### src/rtl/data_bus_demux_pkg.sv
// Shared types and default widths for the CPU data-bus demultiplexer.
package data_bus_demux_pkg;

   localparam int ADDR_W_DFLT = 32;
   localparam int DATA_W_DFLT = 32;

   typedef enum logic [1:0] {
      IDLE = 2'd0,
      BUSY = 2'd1,
      RESP = 2'd2
   } state_e;

endpackage

### src/rtl/data_bus_demux_timeout_counter.sv
// BUSY-phase watchdog: counts waited cycles from 0 and flags the last permitted one.
module bus_timeout_counter #(
   parameter int LIMIT = 255
) (
   input  logic clock,
   input  logic reset,
   input  logic clear_i,
   input  logic enable_i,
   output logic expired_o
);

   localparam int CNT_W = $clog2(LIMIT + 1);
   localparam logic [CNT_W-1:0] LAST = CNT_W'(LIMIT - 1);

   logic [CNT_W-1:0] count_q, count_d;

   // Saturate on the expiry value; the FSM leaves BUSY in that same cycle.
   always_comb begin
      count_d = count_q;
      if (clear_i) begin
         count_d = '0;
      end else if (enable_i && (count_q != LAST)) begin
         count_d = count_q + CNT_W'(1);
      end
   end

   always_ff @(posedge clock) begin
      if (reset) begin
         count_q <= '0;
      end else begin
         count_q <= count_d;
      end
   end

   assign expired_o = (count_q == LAST);

endmodule

### src/rtl/data_bus_demux.sv
// Routes one CPU load/store to data memory (s0) or I/O (s1) by one address bit.
// Optional BUSY watchdog enabled by defining DATA_BUS_DEMUX_TIMEOUT_EN.
module data_bus_demux
   import data_bus_demux_pkg::*;
#(
   parameter int ADDR_W         = ADDR_W_DFLT,
   parameter int DATA_W         = DATA_W_DFLT,
   parameter int SEL_BIT        = 31,
   parameter int TIMEOUT_CYCLES = 255
) (
   input  logic              clock,
   input  logic              reset,
   input  logic              cpuReq,
   input  logic              cpuWe,
   input  logic [ADDR_W-1:0] cpuAddr,
   input  logic [DATA_W-1:0] cpuWdata,
   output logic              cpuAck,
   output logic [DATA_W-1:0] cpuRdata,
   output logic              cpuErr,
   output logic              s0Req,
   output logic              s0We,
   output logic [ADDR_W-1:0] s0Addr,
   output logic [DATA_W-1:0] s0Wdata,
   input  logic              s0Ack,
   input  logic [DATA_W-1:0] s0Rdata,
   output logic              s1Req,
   output logic              s1We,
   output logic [ADDR_W-1:0] s1Addr,
   output logic [DATA_W-1:0] s1Wdata,
   input  logic              s1Ack,
   input  logic [DATA_W-1:0] s1Rdata
);

   if (SEL_BIT >= ADDR_W || TIMEOUT_CYCLES < 1) begin : g_bad_param
      $error("data_bus_demux: SEL_BIT must be below ADDR_W and TIMEOUT_CYCLES at least 1");
   end

   state_e            state_q, state_d;
   logic              sel_q, sel_d;
   logic              we_q, we_d;
   logic [ADDR_W-1:0] addr_q, addr_d;
   logic [DATA_W-1:0] wdata_q, wdata_d;
   logic [DATA_W-1:0] rdata_q, rdata_d;
   logic              s0_req_q, s0_req_d;
   logic              s1_req_q, s1_req_d;
   logic              ack_q, ack_d;
   logic              sel_ack;
   logic [DATA_W-1:0] sel_rdata;
   logic              expired;

   assign sel_ack   = sel_q ? s1Ack   : s0Ack;
   assign sel_rdata = sel_q ? s1Rdata : s0Rdata;

`ifdef DATA_BUS_DEMUX_TIMEOUT_EN
   logic err_q, err_d;

   bus_timeout_counter #(
      .LIMIT(TIMEOUT_CYCLES)
   ) u_timeout (
      .clock    (clock),
      .reset    (reset),
      .clear_i  (state_q != BUSY),
      .enable_i ((state_q == BUSY) && !sel_ack),
      .expired_o(expired)
   );

   always_ff @(posedge clock) begin
      if (reset) begin
         err_q <= 1'b0;
      end else begin
         err_q <= err_d;
      end
   end

   assign cpuErr = err_q;
`else
   assign expired = 1'b0;
   assign cpuErr  = 1'b0;
`endif

   always_comb begin
      state_d  = state_q;
      sel_d    = sel_q;
      we_d     = we_q;
      addr_d   = addr_q;
      wdata_d  = wdata_q;
      rdata_d  = '0;
      s0_req_d = 1'b0;
      s1_req_d = 1'b0;
      ack_d    = 1'b0;
`ifdef DATA_BUS_DEMUX_TIMEOUT_EN
      err_d    = 1'b0;
`endif
      unique case (state_q)
         IDLE: begin
            if (cpuReq) begin
               state_d  = BUSY;
               sel_d    = cpuAddr[SEL_BIT];
               we_d     = cpuWe;
               addr_d   = cpuAddr;
               wdata_d  = cpuWdata;
               s0_req_d = !cpuAddr[SEL_BIT];
               s1_req_d = cpuAddr[SEL_BIT];
            end
         end
         BUSY: begin
            // A real ack beats an expiry landing in the same cycle.
            if (sel_ack) begin
               state_d = RESP;
               ack_d   = 1'b1;
               rdata_d = we_q ? '0 : sel_rdata;
            end else if (expired) begin
               state_d = RESP;
               ack_d   = 1'b1;
`ifdef DATA_BUS_DEMUX_TIMEOUT_EN
               err_d   = 1'b1;
`endif
            end else begin
               s0_req_d = !sel_q;
               s1_req_d = sel_q;
            end
         end
         RESP: begin
            state_d = IDLE;
         end
         default: begin
            state_d = IDLE;
         end
      endcase
   end

   always_ff @(posedge clock) begin
      if (reset) begin
         state_q  <= IDLE;
         sel_q    <= 1'b0;
         we_q     <= 1'b0;
         addr_q   <= '0;
         wdata_q  <= '0;
         rdata_q  <= '0;
         s0_req_q <= 1'b0;
         s1_req_q <= 1'b0;
         ack_q    <= 1'b0;
      end else begin
         state_q  <= state_d;
         sel_q    <= sel_d;
         we_q     <= we_d;
         addr_q   <= addr_d;
         wdata_q  <= wdata_d;
         rdata_q  <= rdata_d;
         s0_req_q <= s0_req_d;
         s1_req_q <= s1_req_d;
         ack_q    <= ack_d;
      end
   end

   assign cpuAck   = ack_q;
   assign cpuRdata = rdata_q;
   assign s0Req    = s0_req_q;
   assign s1Req    = s1_req_q;
   assign s0We     = we_q;
   assign s1We     = we_q;
   assign s0Addr   = addr_q;
   assign s1Addr   = addr_q;
   assign s0Wdata  = wdata_q;
   assign s1Wdata  = wdata_q;

endmodule

### config.mk
export PLATFORM = sky130hd
export DESIGN_NAME = data_bus_demux
export DESIGN_NICKNAME = d
export VERILOG_FILES = /design/src/rtl/data_bus_demux_pkg.sv /design/src/rtl/data_bus_demux_timeout_counter.sv /design/src/rtl/data_bus_demux.sv
export SDC_FILE = /design/constraint.sdc
export NUM_CORES = 1
export LEC_CHECK = 0
export CAP_MARGIN = 20
export CORE_AREA = 2 2 118 120
export DETAILED_ROUTE_END_ITERATION = 10
export DIE_AREA = 0 0 120 122
export GPL_TIMING_DRIVEN = 0
export PLACE_DENSITY = 0.9
export SKIP_CTS_REPAIR_TIMING = 1
export SYNTH_ARGS = -nofsm -noshare
export SYNTH_HDL_FRONTEND = slang
export SYNTH_SLANG_ARGS = --single-unit
### constraint.sdc
create_clock -name clock -period 2.1 [get_ports clock]
set_input_delay 0.42 -clock clock [delete_from_list [all_inputs] [get_ports clock]]
set_output_delay 0.42 -clock clock [all_outputs]
set_load 0.005 [all_outputs]
Word level (Yosys, flattened, before mapping)
Cells that the tools add are included.
{ "word_totals": {"regBits": 103} }
{ "classes": {"n_eq_ne": 3, "n_mux": 12, "bitwise": 2, "n_reduce_logical": 7} }
{ "ops": {"columns": ["cell", "n"], "rows": [
  ["32-bit 2-to-1 mux", 1],
  ["1-bit 2-to-1 mux", 6],
  ["2-bit 2-to-1 mux", 2],
  ["2-bit inequality test (second input constant)", 2],
  ["1-bit case mux with 2 select lines", 2],
  ["2-bit case mux with 2 select lines", 1],
  ["2-bit AND reduction", 2],
  ["4-bit OR reduction", 1],
  ["2-bit by 1-bit == test with 1-bit output (second input constant)", 1],
  ["1-bit logical NOT", 2],
  ["2-bit logical NOT", 1],
  ["1-bit NOT", 2],
  ["2-bit OR reduction", 1]
]} }

Depth between registers and ports, before layout
{ "depth": {"depth_word": 3, "depth_mapped": 4, "depth_no_buf": 2} }

Worst setup path before layout
Ideal clock, no wire load.
{ "synth_timing": {"path_type": "reg-to-reg", "start": "register sel_q", "end": "register rdata_q[11] (netlist: cpuRdata[11])", "setup_ns": 0.147, "t_arrival_ns": 1.282, "t_required_ns": 1.953, "path_slack_ns": 0.671, "path_stages_with_launch": 5, "n_path_buf": 2, "cell_sequence": "dfxtp_1 > buf_2 > mux2i_2 > buf_2 > nor4_2"} }
{ "synth_between": {"elab_chain_cells": 3} }
{ "synth_lines": {"columns": ["item", "line", "rtl"], "rows": [
  ["start: declaration", "data_bus_demux.sv:39", "logic sel_q, sel_d;"],
  ["start signal: assignment", "data_bus_demux.sv:145", "sel_q <= sel_d;"],
  ["1-bit 2-to-1 mux", "data_bus_demux.sv:51", "assign sel_ack = sel_q ? s1Ack : s0Ack;"],
  ["1-bit NOT (no line)", null, null],
  ["4-bit OR reduction (no line)", null, null],
  ["end signal: assignment", "data_bus_demux.sv:149", "rdata_q <= rdata_d;"],
  ["end: declaration", "data_bus_demux.sv:43", "logic [DATA_W-1:0] rdata_q, rdata_d;"]
]} }
Several ways; a longest one is shown, not always the timed one.
A chain may end at the register's enable or synchronous reset.

==> key figures <==
Run status
  • Status: finished clean

STA
  • Pins Over Slew Limit: 0
  • Worst slew margin: 0.474
  • Final setup fails: 0
  • Tmin final: 1.84 ns
  • Clk_skew: 0.00574 ns
  • Final Hold Viols: 0
  • Final hold slack: 0.490 ns
  • Slew of the pin with the lowest slew margin: 0.789 ns
  • RSZ-0062 raised after global routing: no
  • Tcrit/Tclk final: 0.874
  • Max frequency: 545 MHz

Final layout
  • Core Util, Final: 0.634
  • Layout cells sized above 1: 0.163
  • N_diodes: 0
  • Final net count: 922
  • Area Growth Syn to Fin: 70.0%
  • Final instance area: 0.00856 mm2

GRT
  • Vias in the first global route: 4254
  • GR Util All Layers: 0.199
  • First-pass GRT wire length: 22700 um
  • Largest net degree at the start of global routing: 17
  • Total gr overflow: 0
  • Initial antenna violation count: 0

Synthesis
  • Leading area contributor after synthesis: dfxtp_1
  • Syn Inst Count: 479
  • Post-synth top flop: dfxtp_1
  • Sequential element share of the synthesized area: 0.406
  • Ranking of synthesized cells by area: dfxtp_1 (41%), mux2i_1 (19%), nand2b_1 (16%), buf_4 (11%), nor4_2 (6.2%)
  • Post-Syn Nets: 613
  • Most frequent cells after synthesis: nand2b_1 (130), dfxtp_1 (102), mux2i_1 (97)
  • Post-synth top area share: 0.406
  • FFs w/ async S/R, synth: 0
  • Count leader, synth: nand2b_1
  • Yosys warnings: 0
  • Synth unique cells: 21
  • Post-synth EDFFs: 0
  • Avg Synthesized Cell Area: 10.5 um2
  • Post-Syn Area: 0.00503 mm2
  • Register bit total from synthesis: 102

Detailed routing
  • Initial DRC Count: 161
  • Highest metal used: met4
  • Drt total wl: 14900 um
  • Met2 WL post-DR: 7790 um
  • Vias/cell: 4.44
  • Routed wl met3: 830 um
  • DR vias: 4324
  • Drt wl/cell: 15.3 um
  • First-pass DRT Iterations: 4
  • Post-Route M1 WL: 6050 um
  • DRC: 0
  • ANT nets after route: 0

Clock network
  • Clock tree sinks: 102
  • TritonCTS Buffers: 9
  • Later-pin clock latency in the skew report: 0.34 ns
  • CTS tree: done
  • H-tree Lvls: 3
  • CTS root buffer: clkbuf_16
  • CTS Buffer Depth: 2
  • Reg clk slew, reported paths: 0.07 ns

Setup path
  • Crit Path Class: input port to flip-flop
  • Crit-path max cell delay: 0.64 ns
  • Startpoint types: input port
  • CP Cell Sequence: clkdlybuf4s50_1 > clkbuf_1 > clkbuf_1 > nand2b_1 > mux2i_1
  • Most Frequent Cell on Critical Path: clkbuf_1
  • Critical Path Sink Type: flip-flop
  • Critical-path top delay cell: clkdlybuf4s50_1
  • Worst Path Arrival: 2.06 ns
  • Delay-heaviest family, CP: buffers and inverters
  • Worst-path fanout max: 10
  • Buf/Inv on CP: 3
  • Worst EP required: 2.33 ns

Floorplan
  • Core Rows: 43
  • Initial Util: 0.373
  • Die Ht: 122 um
  • Chip Width: 120 um
  • I/O pin count: 300
  • Full die area: 0.0146 mm2
  • Core ar.: 0.0135 mm2

Pwr
  • Share of total power in combinational logic: 0.254
  • Pint: 3980 uW
  • Total net switching power: 1270 uW
  • Lkg Pwr: 0.00325 uW
  • Reg power frac: 0.408
  • Switching share of power: 0.242
  • Power Density: 614 mW/mm2
  • Clock power share: 0.338
  • Peak VDD IR: 0.000500 V

Place
  • DP HPWL: 12000 um
  • Port Buffers: 298
  • GP Congestion: 0.838
  • Dpl cell area: 0.00824 mm2

Flow run
  • Max_cap viols: 0

Worst hold path
  • HP Class: flip-flop to flip-flop
==> worst paths after layout <==
path	start	to	slack, ns	cells past startpoint
worst min register to register	s0Wdata[19]$_SDFFE_PP0P_	s0Wdata[19]$_SDFFE_PP0P_	0.49	2
worst min-delay path	s0Wdata[19]$_SDFFE_PP0P_	s0Wdata[19]$_SDFFE_PP0P_	0.49	2
worst max-delay path	reset	s0Addr[30]$_SDFFE_PP0P_	0.26	5
worst max register to register	sel_q$_SDFFE_PP0P_	cpuRdata[11]$_SDFF_PP0_	0.34	4
==> stage by stage <==
stage	total power (uW)	cells	setup WS, ns	setup TNS [ns]
3_5_place_dp	3540	957	-0.221	-9.09
5_1_grt	5500	973	0.0265	0
2_1_floorplan	2760	479	0.671	0
6_report	5260	973	0.265	0
3_3_place_gp	3510	957	-0.210	-8.51
4_1_cts	5330	973	0.153	0
==> flip-flops by register name (all words and copies together), names as in the netlist <==
signal and count:
cpuRdata 32, s0Wdata 32, s0Addr 31, state_q 2, cpuAck 1, s0Req 1
s0We 1, s1Req 1, sel_q 1
==> layout by cell type, fill, tap and decap left out, types with 4 or more instances in the layout <==
master and n:
dfxtp_1 102, buf_6 4, buf_2 9, nand2b_1 130, clkbuf_16 9, mux2i_1 97
clkdlybuf4s50_1 298, nor4_2 25, buf_4 72, clkbuf_1 18, nor4_1 4
==> cells by family (layout without fill, tap and decap cells) <==
family,Yosys count,after routing,share of synthesized area
AO/OA/AOI/OAI,3,3,0.00472
buffers and inverters,103,417,0.139
flip-flops,102,102,0.406
multiplexers,98,98,0.196
other,1,1,0.000745
AND/OR/NAND/NOR,172,172,0.255
==> layout make-up <==
type                            instances  area, um2
Tap cell                              180        225
Timing Repair Buffer                  298       2980
Sequential cell                       102       2040
Fill cell                            1129       4950
Buffer                                103        698
Multi-Input combinational cell        274       2290
Clock buffer                           11        233
Clock inverter                          5       83.8
==> worst min-delay path: cells and delay by family (launching register included) <==
family / cells / cell delay (ns)
DFF: 1 / 0.33
muxes: 1 / 0.05
and+or+nand+nor: 1 / 0.06
==> routing by layer <==
| layer | GRT usage | vias to the layer above |
|---|---|---|
| met1 | 0.230 | 2026 |
| met3 | 0.0510 | 15 |
| met4 | 0.0625 | 0 |
| met2 | 0.359 | 140 |
| met5 | 0 | - |
| li1 | - | 2143 |
==> power groups by stage <==
stage | clock network (uW) | logic (uW) | registers, uW
finish | 1780 | 1330 | 2150
global route | 1900 | 1430 | 2160
detailed placement | 0 | 1340 | 2190
CTS | 1830 | 1350 | 2150
global placement | 0 | 1320 | 2190
floorplan | 0 | 578 | 2180
Note: power is estimated with default switching activity, not from simulation.
